[src/rtl/morse_pkg.sv]
// +----------------------------------------------------------------------+
// | morse_pkg                                                            |
// | Shared state encoding and element durations for the Morse keyer.     |
// | Revision: 1.0                                                        |
// +----------------------------------------------------------------------+
`default_nettype none

package morse_pkg;

   typedef enum logic [1:0] {
      IDLE = 2'd0,
      MARK = 2'd1,
      GAP  = 2'd2,
      TAIL = 2'd3
   } state_t;

   localparam logic [2:0] DOT_UNITS        = 3'd1;
   localparam logic [2:0] DASH_UNITS       = 3'd3;
   localparam logic [2:0] ELEM_GAP_UNITS   = 3'd1;
   localparam logic [2:0] LETTER_GAP_UNITS = 3'd3;
   localparam logic [2:0] WORD_GAP_UNITS   = 3'd7;
   localparam logic [2:0] MAX_LEN          = 3'd5;

endpackage

`default_nettype wire

[src/rtl/morse_unit_timer.sv]
// +----------------------------------------------------------------------+
// | morse_unit_timer                                                     |
// | Phase timer: counts ticks per unit and flags the last tick of a      |
// | phase lasting 'target' units.                                        |
// | Revision: 1.0                                                        |
// +----------------------------------------------------------------------+
`default_nettype none

module morse_unit_timer #(
   parameter int UNIT_TICKS = 12_500_000
) (
   input  logic       CLK,
   input  logic       RST,
   input  logic       CLR,
   input  logic [2:0] target,
   output logic       phase_end
);

   localparam int                  c_TICK_W    = (UNIT_TICKS > 1) ? $clog2(UNIT_TICKS) : 1;
   localparam logic [c_TICK_W-1:0] c_TICK_LAST = c_TICK_W'(UNIT_TICKS - 1);

   logic [c_TICK_W-1:0] r_tick;
   logic [2:0]          r_unit;
   logic                w_wrap;

   assign w_wrap    = (r_tick == c_TICK_LAST);
   assign phase_end = w_wrap && (r_unit == (target - 3'd1));

   always_ff @(posedge CLK) begin
      if (!RST) begin
         r_tick <= '0;
         r_unit <= '0;
      end else if (CLR) begin
         r_tick <= '0;
         r_unit <= '0;
      end else if (w_wrap) begin
         r_tick <= '0;
         r_unit <= r_unit + 3'd1;
      end else begin
         r_tick <= r_tick + 1'b1;
      end
   end

endmodule

`default_nettype wire

[src/rtl/morse_key_sequencer.sv]
// +----------------------------------------------------------------------+
// | morse_key_sequencer                                                  |
// | Sequences marks, gaps and tails of one Morse letter or word space    |
// | and drives the registered key line.                                  |
// | Revision: 1.0                                                        |
// +----------------------------------------------------------------------+
`default_nettype none

module morse_key_sequencer #(
   parameter int UNIT_TICKS = 12_500_000,
   parameter int MAX_LEN    = 5
) (
   input  logic       CLK,
   input  logic       RST,
   input  logic       START,
   input  logic [4:0] CODE,
   input  logic [2:0] LEN,
   output logic       TONE,
   output logic       BUSY,
   output logic       DONE
);

   import morse_pkg::*;

   localparam logic [2:0] c_LEN_CAP = 3'(MAX_LEN);

   state_t     r_state;
   state_t     w_next_state;
   logic [4:0] r_code;
   logic [2:0] r_len;
   logic [2:0] r_idx;
   logic       r_tone;
   logic       r_busy;
   logic       r_done;

   logic       w_load;
   logic       w_advance;
   logic       w_done;
   logic [2:0] w_target;
   logic       w_clr;
   logic       w_phase_end;

   // Timer is held clear while idle so the first phase starts from zero.
   assign w_clr = (r_state == IDLE) || w_phase_end;

   morse_unit_timer #(
      .UNIT_TICKS (UNIT_TICKS)
   ) u_timer (
      .CLK       (CLK),
      .RST       (RST),
      .CLR       (w_clr),
      .target    (w_target),
      .phase_end (w_phase_end)
   );

   always_comb begin
      w_next_state = r_state;
      w_load       = 1'b0;
      w_advance    = 1'b0;
      w_done       = 1'b0;
      w_target     = DOT_UNITS;
      case (r_state)
         IDLE: begin
            if (START) begin
               w_load       = 1'b1;
               w_next_state = (LEN == 3'd0) ? TAIL : MARK;
            end
         end
         MARK: begin
            w_target = r_code[4] ? DASH_UNITS : DOT_UNITS;
            if (w_phase_end) begin
               w_next_state = (r_idx == (r_len - 3'd1)) ? TAIL : GAP;
            end
         end
         GAP: begin
            w_target = ELEM_GAP_UNITS;
            if (w_phase_end) begin
               w_advance    = 1'b1;
               w_next_state = MARK;
            end
         end
         TAIL: begin
            // A latched length of zero marks a word space.
            w_target = (r_len == 3'd0) ? WORD_GAP_UNITS : LETTER_GAP_UNITS;
            if (w_phase_end) begin
               w_done       = 1'b1;
               w_next_state = IDLE;
            end
         end
         default: w_next_state = IDLE;
      endcase
   end

   always_ff @(posedge CLK) begin
      if (!RST) begin
         r_state <= IDLE;
         r_code  <= '0;
         r_len   <= '0;
         r_idx   <= '0;
         r_tone  <= 1'b0;
         r_busy  <= 1'b0;
         r_done  <= 1'b0;
      end else begin
         r_state <= w_next_state;
         r_tone  <= (w_next_state == MARK);
         r_busy  <= (w_next_state != IDLE);
         r_done  <= w_done;
         if (w_load) begin
            r_code <= CODE;
            r_len  <= (LEN > c_LEN_CAP) ? c_LEN_CAP : LEN;
            r_idx  <= '0;
         end else if (w_advance) begin
            r_code <= {r_code[3:0], 1'b0};
            r_idx  <= r_idx + 3'd1;
         end
      end
   end

   assign TONE = r_tone;
   assign BUSY = r_busy;
   assign DONE = r_done;

endmodule

`default_nettype wire
[config.mk]
export PLATFORM = sky130hd
export DESIGN_NAME = morse_key_sequencer
export DESIGN_NICKNAME = d
export VERILOG_FILES = /design/src/rtl/morse_pkg.sv /design/src/rtl/morse_unit_timer.sv /design/src/rtl/morse_key_sequencer.sv
export SDC_FILE = /design/constraint.sdc
export NUM_CORES = 1
export LEC_CHECK = 0
export BUFFER_PORTS_ARGS = -buffer_cell sky130_fd_sc_hd__clkbuf_2
export CAP_MARGIN = 20
export CORE_MARGIN = 2
export CORE_UTILIZATION = 60
export CTS_CLUSTER_DIAMETER = 50
export DETAILED_ROUTE_END_ITERATION = 6
export PLACE_DENSITY = 0.78
export REMOVE_ABC_BUFFERS = 1
export SETUP_SLACK_MARGIN = 0.1
export SYNTH_ARGS = -nofsm -noshare
export SYNTH_HDL_FRONTEND = slang
export SYNTH_SLANG_ARGS = --single-unit
[constraint.sdc]
create_clock -name CLK -period 6.12 [get_ports CLK]
set_input_delay 1.224 -clock CLK [delete_from_list [all_inputs] [get_ports CLK]]
set_output_delay 1.224 -clock CLK [all_outputs]
set_load 0.03 [all_outputs]
==> flow_summary.json <==
{
  "finalSetupTns_ps": 0,
  "p_per_area_mw_per_mm2": 224,
  "grt_max_degree": 22,
  "ys_seq_area_share_pct": 41.4,
  "ant_nets": 0,
  "finalHoldViolCount": 0,
  "final_area_sq_mm": 0.00223,
  "ys_warn_count": 0,
  "place_worst_setup_slack_ps": 3610,
  "grtUsageTotal_pct": 20.6,
  "area_delta_synth_final_pct": 7.40,
  "ys_ff_latch": 43,
  "status": "finished clean",
  "final.min_clock_period_ps": 2170,
  "path_cells": "ha_1 -> or4b_1 -> nor4_4 -> mux2i_1 -> a21oi_1",
  "syn_avg_cell_area_sq_um": 8.89,
  "tightest_slew_ps": 670,
  "crit_arrival_ps": 2410,
  "register_area_sq_um": 861,
  "drive_gt1_share_pct": 10.5,
  "cap_violations": 0,
  "synth_top_area_cell": "dfxtp_1",
  "start_util_pct": 62.3,
  "netlist.area_leader.share_pct": 41.4,
  "die_y_um": 62.9,
  "cts_buffers": 5,
  "antenna_found_initial": 0,
  "worst_setup_path_start_kind": "register",
  "crit_family": "simple AND/OR/NAND/NOR gates",
  "worst_path_max_delay_cell": "nor4_4",
  "cts_setup_buffers": 0,
  "tritoncts": "built",
  "cts_buffer_depth": 2,
  "avgViaCountPerCell": 5.48,
  "hold_path.class": "register to register",
  "cp_slowest_stage_delay_ps": 550,
  "initialDrtViolationCount": 89,
  "wl_per_cell_um": 12.4,
  "cts.htree.levels": 2,
  "final-setup-viol-count": 0,
  "async_reset_ff_share_pct": 0,
  "synthTopCellsByArea": "dfxtp_1 41%, xnor2_1 9.7%, nor2_1 6.1%",
  "crit_fanout": 7,
  "gp_congestion": 0.812,
  "fin_skew_ps": 16.0,
  "grt_pass1_vias": 1513,
  "multi_input_area_sq_mm": 0.00115,
  "cp_data_required_time_ps": 6360,
  "dpl_cell_area_sq_mm": 0.00216,
  "ctsRootBufferMaster": "clkbuf_4",
  "portBuffers": 13,
  "rows": 21,
  "firstDrtPassIters": 4,
  "antennaDiodeCount": 0,
  "layout_setup_ws_ps": 3950,
  "grt_overflow": 0,
  "ys_types": 44,
  "die_w_um": 62.9,
  "ctsHoldBuffers": 0,
  "drv_slew": 0,
  "end_kind": "register",
  "synth_ff_type": "dfxtp_1",
  "path_class": "register to register",
  "vias": 1605,
  "syn_area_sq_mm": 0.00208,
  "synthCells": 234,
  "clk_pin_slew_ps": 120,
  "cp_num_buf_inv": 0,
  "layout.nets": 263,
  "synth-edff-count": 0,
  "io_pins": 14,
  "worstSkewPairLatency_ps": 360,
  "irDropWorstVdd_v": 0.000130,
  "grt_pass1_wl_um": 6430,
  "rsz0062_at_grt": "false",
  "cts_sinks": 43,
  "drt_wl_total_um": 3630,
  "cts.repair.resized": 0,
  "synth_commonest_cells": "43 x dfxtp_1, 34 x nor2_1, 23 x xnor2_1",
  "hpwlAfterDp_um": 2570,
  "synth.most_common_cell": "dfxtp_1",
  "p_total_uw": 500,
  "fmax_mhz": 461,
  "nFillCells": 306,
  "dieArea_sq_mm": 0.00395,
  "min_period_over_period_pct": 35.4,
  "p_leak_nw": 0.761,
  "drcViolationCount": 0,
  "core-area_sq_mm": 0.00334,
  "relSlewSlack_pct": 55.3
}
## power by group
group	switching, mW	internal [mW]	total (mW)
combinational	0.0213	0.0141	0.0354
sequential	0.00490	0.287	0.292
clock	0.0887	0.0843	0.173
total	0.115	0.385	0.500
## cells in the final DEF, fill, tap and decap left out, types with 3 or more instances in the layout
cell / instances
a21oi_1: 10
inv_1: 7
and4_1: 4
clkbuf_4: 5
nand2_1: 14
xor2_1: 6
nor4_1: 4
nor3_1: 8
nor2_1: 34
mux2i_1: 7
and2_1: 3
and3_1: 6
ha_1: 5
nand3_1: 16
clkbuf_2: 13
dfxtp_1: 43
xnor2_1: 23
o21ai_0: 6
## area by class of cell
type / count / area share, %
Clock buffer: 6 / 1.85
Timing Repair Buffer: 13 / 2.91
Sequential cell: 43 / 38.5
Multi-Input combinational cell: 176 / 51.4
Clock inverter: 1 / 1.34
Inverter: 8 / 1.34
Tap cell: 46 / 2.58
## logic make-up (layout without fill, tap and decap cells)
kind of cell | after synthesis | in the layout | share of synthesized area [%]
simple gates | 109 | 109 | 28.8
flops | 43 | 43 | 41.4
xor+xnor | 29 | 29 | 12.2
compound gates | 25 | 25 | 7.34
buf+inv | 15 | 28 | 3.37
mux | 8 | 8 | 3.91
fa+ha+maj | 5 | 5 | 3.01
## through the flow
stage / hold WS [ps] / util (%) / cells
after floorplan: 413 / - / 227
after global placement: 425 / 64.8 / 286
after detailed placement: 437 / 64.8 / 286
after CTS: 456 / 66.9 / 293
after global routing: 476 / 66.9 / 293
final: 457 / 66.9 / 293
## sequential cells by signal, summed over array words and instances, names as in the netlist
signal          flops
u_timer.r_tick     24
r_code              5
r_idx               3
r_len               3
u_timer.r_unit      3
r_state             2
BUSY                1
DONE                1
TONE                1
## final timing paths
path / startpoint / end / slack (ps) / depth (start not counted)
hold reg to reg: u_timer.r_tick[0] / u_timer.r_tick[0] / 460 / 1
setup / recovery: u_timer.r_tick[0] / r_code[3] / 3950 / 5
setup reg to reg: u_timer.r_tick[0] / r_code[3] / 3950 / 5
hold / removal: u_timer.r_tick[0] / u_timer.r_tick[0] / 460 / 1
## layer usage
metal	track usage, %	share of wire (%)	wire (um)
met5	0	0	0
met4	10.6	2.0	73
met3	5.95	3.5	128
met2	33.2	47	1690
met1	24.7	48	1740
No activity file was read; power rests on OpenSTA's default activity.
